[config.mk]
export PLATFORM = sky130hd
export DESIGN_NAME = hazard_ctrl_unit
export DESIGN_NICKNAME = d
export VERILOG_FILES = /design/src/rtl/hazard_ctrl_unit.sv
export SDC_FILE = /design/constraint.sdc
export NUM_CORES = 1
export LEC_CHECK = 0
export ABC_AREA = 1
export BUFFER_PORTS_ARGS = -buffer_cell sky130_fd_sc_hd__buf_2
export CAP_MARGIN = 40
export CORE_MARGIN = 2
export CORE_UTILIZATION = 25
export DETAILED_ROUTE_END_ITERATION = 7
export PLACE_DENSITY_LB_ADDON = 0.12
export SLEW_MARGIN = 20
export SYNTH_ARGS = -nofsm -noshare
export SYNTH_HDL_FRONTEND = slang
export SYNTH_SLANG_ARGS = --single-unit
[constraint.sdc]
create_clock -name clk -period 2.2 [get_ports clk]
set_clock_uncertainty 0.2 [all_clocks]
set_input_delay 0.33 -clock clk [delete_from_list [all_inputs] [get_ports clk]]
set_output_delay 0.33 -clock clk [all_outputs]
set_load 0.01 [all_outputs]
[src/rtl/hazard_ctrl_unit.sv]
// Hazard/stall controller for the 5-stage MIPS pipe: load-use and mult/div
// interlocks, data-memory freeze with timeout, branch flush, stall counter.
module hazard_ctrl_unit #(
    parameter int REG_AW    = 5,
    parameter int MD_CYCLES = 32,
    parameter int MEM_TO    = 64,
    parameter int PERF_W    = 32
) (
    input  logic              clk,
    input  logic              rst_n,
    input  logic [REG_AW-1:0] rs_id,
    input  logic [REG_AW-1:0] rt_id,
    input  logic              rs_used_id,
    input  logic              rt_used_id,
    input  logic              md_id,
    input  logic              mfhilo_id,
    input  logic              dm_ren_ex,
    input  logic [REG_AW-1:0] rt_ex,
    input  logic              md_start_ex,
    input  logic              branch_taken_ex,
    input  logic              dm_req_mem,
    input  logic              dm_ack,
    input  logic              perf_clr,
    output logic              pc_hold,
    output logic              if_id_hold,
    output logic              id_ex_hold,
    output logic              ex_mem_hold,
    output logic              if_id_clr,
    output logic              id_ex_clr,
    output logic              mem_wb_clr,
    output logic              md_busy,
    output logic              mem_err,
    output logic [PERF_W-1:0] stall_cnt
);

    localparam int MD_W = $clog2(MD_CYCLES + 1);
    localparam int WC_W = $clog2(MEM_TO + 1);

    typedef enum logic {M_IDLE, M_WAIT} mstate_t;

    logic [MD_W-1:0]   r_md_cnt;
    logic              r_md_busy;
    mstate_t           r_state;
    logic [WC_W-1:0]   r_wcnt;
    logic              r_mem_err;
    logic [PERF_W-1:0] r_stall_cnt;

    logic              w_lu_haz;
    logic              w_md_haz;
    logic              w_mem_stall;
    logic [WC_W-1:0]   w_wcnt_inc;

    assign w_lu_haz = dm_ren_ex && (rt_ex != '0) &&
                      ((rs_used_id && (rs_id == rt_ex)) || (rt_used_id && (rt_id == rt_ex)));
    assign w_md_haz    = (r_md_busy || md_start_ex) && (md_id || mfhilo_id);
    assign w_mem_stall = dm_req_mem && !dm_ack;

    // A frozen EX keeps any taken branch on its inputs, so it is acted on once the freeze ends.
    always_comb begin
        pc_hold     = 1'b0;
        if_id_hold  = 1'b0;
        id_ex_hold  = 1'b0;
        ex_mem_hold = 1'b0;
        if_id_clr   = 1'b0;
        id_ex_clr   = 1'b0;
        mem_wb_clr  = 1'b0;
        if (w_mem_stall) begin
            pc_hold     = 1'b1;
            if_id_hold  = 1'b1;
            id_ex_hold  = 1'b1;
            ex_mem_hold = 1'b1;
            mem_wb_clr  = 1'b1;
        end else if (branch_taken_ex) begin
            if_id_clr = 1'b1;
            id_ex_clr = 1'b1;
        end else if (w_lu_haz || w_md_haz) begin
            pc_hold    = 1'b1;
            if_id_hold = 1'b1;
            id_ex_clr  = 1'b1;
        end
    end

    // The start is not accepted while the pipe is frozen; EX keeps presenting it.
    always_ff @(posedge clk or negedge rst_n) begin
        if (!rst_n) begin
            r_md_cnt  <= '0;
            r_md_busy <= 1'b0;
        end else if (md_start_ex && !w_mem_stall) begin
            r_md_cnt  <= MD_W'(MD_CYCLES);
            r_md_busy <= 1'b1;
        end else if (r_md_cnt != '0) begin
            r_md_cnt  <= r_md_cnt - MD_W'(1);
            r_md_busy <= (r_md_cnt != MD_W'(1));
        end
    end

    assign w_wcnt_inc = (r_wcnt == WC_W'(MEM_TO)) ? r_wcnt : r_wcnt + WC_W'(1);

    always_ff @(posedge clk or negedge rst_n) begin
        if (!rst_n) begin
            r_state   <= M_IDLE;
            r_wcnt    <= '0;
            r_mem_err <= 1'b0;
        end else begin
            if (w_mem_stall && (w_wcnt_inc == WC_W'(MEM_TO)))
                r_mem_err <= 1'b1;
            case (r_state)
                M_IDLE: begin
                    if (w_mem_stall) begin
                        r_state <= M_WAIT;
                        r_wcnt  <= w_wcnt_inc;
                    end
                end
                M_WAIT: begin
                    if (dm_ack || !dm_req_mem) begin
                        r_state <= M_IDLE;
                        r_wcnt  <= '0;
                    end else begin
                        r_wcnt <= w_wcnt_inc;
                    end
                end
                default: begin
                    r_state <= M_IDLE;
                    r_wcnt  <= '0;
                end
            endcase
        end
    end

    always_ff @(posedge clk or negedge rst_n) begin
        if (!rst_n)
            r_stall_cnt <= '0;
        else if (perf_clr)
            r_stall_cnt <= '0;
        else if (pc_hold && (r_stall_cnt != '1))
            r_stall_cnt <= r_stall_cnt + PERF_W'(1);
    end

    assign md_busy   = r_md_busy;
    assign mem_err   = r_mem_err;
    assign stall_cnt = r_stall_cnt;

endmodule

; ---- Yosys cells after proc, flatten, opt, wreduce, memory -nomap -nowiden
; Cells that the tools add are included.
[word_totals]
regBits = 48
latchBits = 0
ramBits = 0
mem_bits_ro = 0
inputBits = 27
out_inout_bits = 41
wordCells = 58
mem_count = 0
[classes]
add_sub_neg = 3
multipliers = 0
n_div = 0
magnitude_cmp = 0
eq_ne = 7
shift = 0
mux = 20
n_bitwise = 1
reduce_logical = 21
[ops]
columns = op, n
row1 = 2-to-1 mux 32 bit, 2
row2 = "adder 32 x 1 -> 32 bit, second input constant", 1
row3 = "inequality test 32 bit, second input constant", 1
row4 = 2-to-1 mux 7 bit, 3
row5 = "equality test 7 bit, second input constant", 2
row6 = one-hot mux 7 bit (2 select lines), 1
row7 = 2-to-1 mux 6 bit, 2
row8 = 2-to-1 mux 1 bit, 11
row9 = equality test 5 bit, 2
row10 = logical AND 1 bit, 9
row11 = "adder 7 x 1 -> 7 bit, second input constant", 1
row12 = "inequality test 6 x 1 -> 1 bit, second input constant", 1
row13 = nonzero test 6 bit, 1
row14 = "subtractor 6 x 1 -> 6 bit, second input constant", 1
row15 = logical OR 1 bit, 5
row16 = nonzero test 5 bit, 1
row17 = nonzero test 2 bit, 2
row18 = logical NOT 1 bit, 3
row19 = "inequality test 2 bit, second input constant", 1
row20 = one-hot mux 1 bit (2 select lines), 1
row21 = NOT 1 bit, 1

; ---- Logic depth before layout (Yosys ltp)
[logic_depth]
ltp_word = 11
ltp_mapped = 13
depth_no_buf = 12

; ---- Worst setup path before layout
; No wires, ideal clock.
[synth_path]
kind = register -> register
startpoint = register r_stall_cnt[0], in the netlist stall_cnt[0]
endpoint = register r_stall_cnt[28], in the netlist stall_cnt[28]
setup_ns = 0.117
arrival_time_ns = 1.686
t_required_ns = 1.883
path_slack_ns = 0.198
stages_incl_launch_ff = 12
n_path_buf = 1
synth_period_minus_slack_ns = 2.002
cell_sequence = dfrtp_1 > ha_1 > nand3_2 > nor2_2 > nand4_2 > nor2_2 > nand4_1 > nand3_2 > nand2_4 > buf_6 > nand2_1 > nand2_1
[synth_between]
elab_chain_len = 3
elab_cells_between_ends = 6
classes_between = add/sub (1) / eq/ne (1) / mux (2) / reduce/logical (2)
[synth_rtl]
columns = item, line
row1 = start: declaration, 46  ; logic [PERF_W-1:0] r_stall_cnt;
row2 = start signal: assignment, 136  ; r_stall_cnt <= r_stall_cnt + PERF_W'(1);
row3 = adder 32 x 1 -> 32 bit or inequality test 32 bit (tied branches), "136, 135"
row4 = 2-to-1 mux 32 bit or logical AND 1 bit (tied branches), 135  ; else if (pc_hold && (r_stall_cnt != '1))
row5 = 2-to-1 mux 32 bit or nonzero test 2 bit (tied branches), --
; Parallel ways exist; a longest one is shown, timed or not. The select of a mux whose other input is x is not followed.
; A chain may end at the register's enable or synchronous reset.

; ---- Worst setup path after layout
[layout_path]
startpoint = register r_stall_cnt[1], in the netlist stall_cnt[1]
endpoint = register r_stall_cnt[10], in the netlist stall_cnt[10]
; Same word-level chain as after synthesis.

==> results.yml <==
routing:
  dr.pass1.iters: 4
  wl_met3_um: 467
  wire_per_inst_um: 12.9
  met2WireLength_um: 4360
  highest_layer: "met4"
  drt_iter0_drc: 166
  finalWirelength_um: 9720
  vias: 3346
  ant_nets: 0
  m1WireLength_um: 4720
  drc: 0
  vias_per_cell: 4.43
critical_path:
  cp.arrival_ns: 2.04
  required_ns: 2.19
  start_kind: "register"
  path_delay_family: "simple AND/OR/NAND/NOR gates"
  cpMostUsedCell: "buf_4"
  cp.buffers_inverters: 4
  crit_slowest_cell: "dfrtp_1"
  worst-setup-path-type: "reg2reg"
  crit_chain: "ha_2 -> nand3_4 -> buf_4 -> inv_1 -> nand2_2 -> nor3_4 -> buf_4 -> buf_4 -> xnor2_1 -> nor2_1 -> nand2_1 -> nand2_1"
  crit_fanout: 4
  endpoint_kind: "register"
  slowest_delay_ns: 0.36
clock_tree:
  clk_pin_slew_worst_paths_ns: 0.07
  clock_latency_ns: 0.30
  cts_root_buffer: "clkbuf_16"
  cts_max_path_buffers: 2
  cts_made_buffers: 5
  cts_tree: "built"
  h-tree-depth: 2
  cts.sinks: 48
timing:
  rsz0062_at_grt: "yes"
  fmax_ghz: 0.489
  hold_viol: 0
  holdWs_ns: 0.0699
  fin_crit_ns: 2.04
  slew_headroom_pct: 66.9
  setup_viol: 0
  tightest_slew_ns: 0.496
  slew_viol_final: 0
  setup_slack_ns: 0.155
  period_share_pct: 92.9
yosys:
  yosysWarnings: 0
  ys_ff_latch: 48
  synth_top_cell_area_share_pct: 35.9
  netlist-cell-type-count: 30
  avgSynthCellArea_sq_um: 6.77
  ys_top_cells_by_area: "dfrtp_1 36%, nand2_1 17%, nor2_1 8.5%, nand3_1 7.6%, inv_1 5.8%"
  synth_area_leader_cell: "dfrtp_1"
  synth_area_sq_mm: 0.00334
  synthCells: 494
  syn_nets: 526
  yosysSeqAreaShare_pct: 35.9
global_route:
  antenna_found_initial: 0
  first_global_vias: 3300
  grt_overflow: 0
  grt_pass1_wl_um: 16500
  grt_max_degree: 33
  grt_use_total_pct: 14.4
die:
  die-area_sq_mm: 0.0143
  die_height_um: 120
  start_util_pct: 25.4
  die_x_um: 120
  fp.coreArea_sq_mm: 0.0131
  num_rows: 42
  io_pins: 68
layout:
  final_common_cell: "nand2_1"
  fin_nets: 610
  final_cells: 755
  antenna_cells: 0
  final_cell_mix: "152 x nand2_1, 75 x nor2_1, 67 x buf_2, 52 x inv_1, 51 x nand3_1"
  ff_latch_area_sq_mm: 0.00120
  drive_gt1_share_pct: 20.2
  area_delta_synth_final_pct: 26.8
  design_area_sq_mm: 0.00424
  multi_input_area_sq_mm: 0.00188
  nFillCells: 1469
placed_design:
  placed_cell_area_sq_mm: 0.00397
  gp_congestion: 0.868
  dp_hpwl_um: 7470
  dp_cells: 743
  io_buffers: 67
  preCtsSetupSlack_ns: 0.0198
run_status:
  status: "complete, no violations"
hold_path:
  hold_class: "in2reg"
pwr:
  power_w: 0.00247
  peakVddDrop_mv: 0.397
  pwr_density_cell_mw_per_mm2: 582
  leakage_nw: 2.15
flow_run:
  cap_violations: 0
[Yosys cell counts, drive strengths merged]
cell type	count
nand2	155
o22ai	6
xnor2	12
nor3	18
nor3b	1
nand4	9
ha	5
or3	1
xor2	21
clkinv	1
buf	10
a31oi	2
o31ai	1
inv	52
dfrtp	48
o21ai	6
nor2	81
a21oi	2
clkbuf	7
o21bai	1
nand3	53
or2	2
[final timing paths]
path | slack [ns] | endpoint | start | cells past startpoint
max | 0.16 | stall_cnt[10] | stall_cnt[1] | 12
min | 0.07 | r_state | dm_req_mem | 3
max reg2reg | 0.16 | stall_cnt[10] | stall_cnt[1] | 12
min reg2reg | 0.28 | mem_err | mem_err | 1
max in group asynchronous | 0.94 | stall_cnt[31] | rst_n | 3
min in group asynchronous | 0.33 | stall_cnt[15] | rst_n | 2
[kinds of logic (layout without fill, tap and decap cells)]
group | Yosys count | after routing | synth area share, %
AOI/OAI and AO/OA | 18 | 18 | 3.15
buffers and inverters | 70 | 155 | 9.47
and+or+nand+nor | 320 | 320 | 40.9
adders and majority gates | 5 | 5 | 1.87
xor gates and xnor gates | 33 | 33 | 8.65
DFF | 48 | 48 | 35.9
[where the power goes]
group	internal, W	switching (W)
clock network	0.000599	0.000344
logic	0.000202	0.000297
registers	0.000959	0.0000679
total	0.00176	0.000709
[per-stage QoR]
| step | utilization, % | TNS [ns] |
|---|---|---|
| floorplan | - | 0 |
| global placement | 30.2 | 0 |
| detailed placement | 30.2 | 0 |
| CTS | 31.8 | 0 |
| global route | 32.3 | -0.0307 |
| finish | 32.3 | 0 |
[layout make-up]
class	instances	area share, %
inverter	53	4.69
clock inverter	1	0.709
sequential	48	28.3
multi-input combinational	376	44.3
timing repair buffer	94	13.2
clock buffer	7	3.60
tap	176	5.20
[worst reg2reg max path, delay by kind of cell, from the launching register on]
kind                       cells  cell delay [ns]
buffers and inverters          4             0.45
DFF                            1             0.36
adders and majority gates      1             0.22
xor gates and xnor gates       1             0.11
and+or+nand+nor                6             0.60
[metal layers]
metal | GRT usage [%] | vias to the layer above
li1 | - | 1716
met1 | 19.4 | 1543
met2 | 23.0 | 75
met3 | 3.04 | 12
met4 | 4.93 | 0
met5 | 0 | -
[flip-flops by register name, summed over array words and instances, names as in the netlist]
name / count
stall_cnt: 32
r_md_cnt: 6
r_wcnt: 7
md_busy: 1
mem_err: 1
r_state: 1
[timing repair]
| action | in CTS | in global routing |
|---|---|---|
| endpoints found under the setup margin | 1 | 32 |
| endpoints found under the hold margin | 19 | 0 |
| pin swaps | 0 | 4 |
| hold buffers | 2 | 0 |
| gates resized for setup | 1 | 10 |
| buffers inserted | 0 | 3 |
Power figures use the tool's default switching activity.
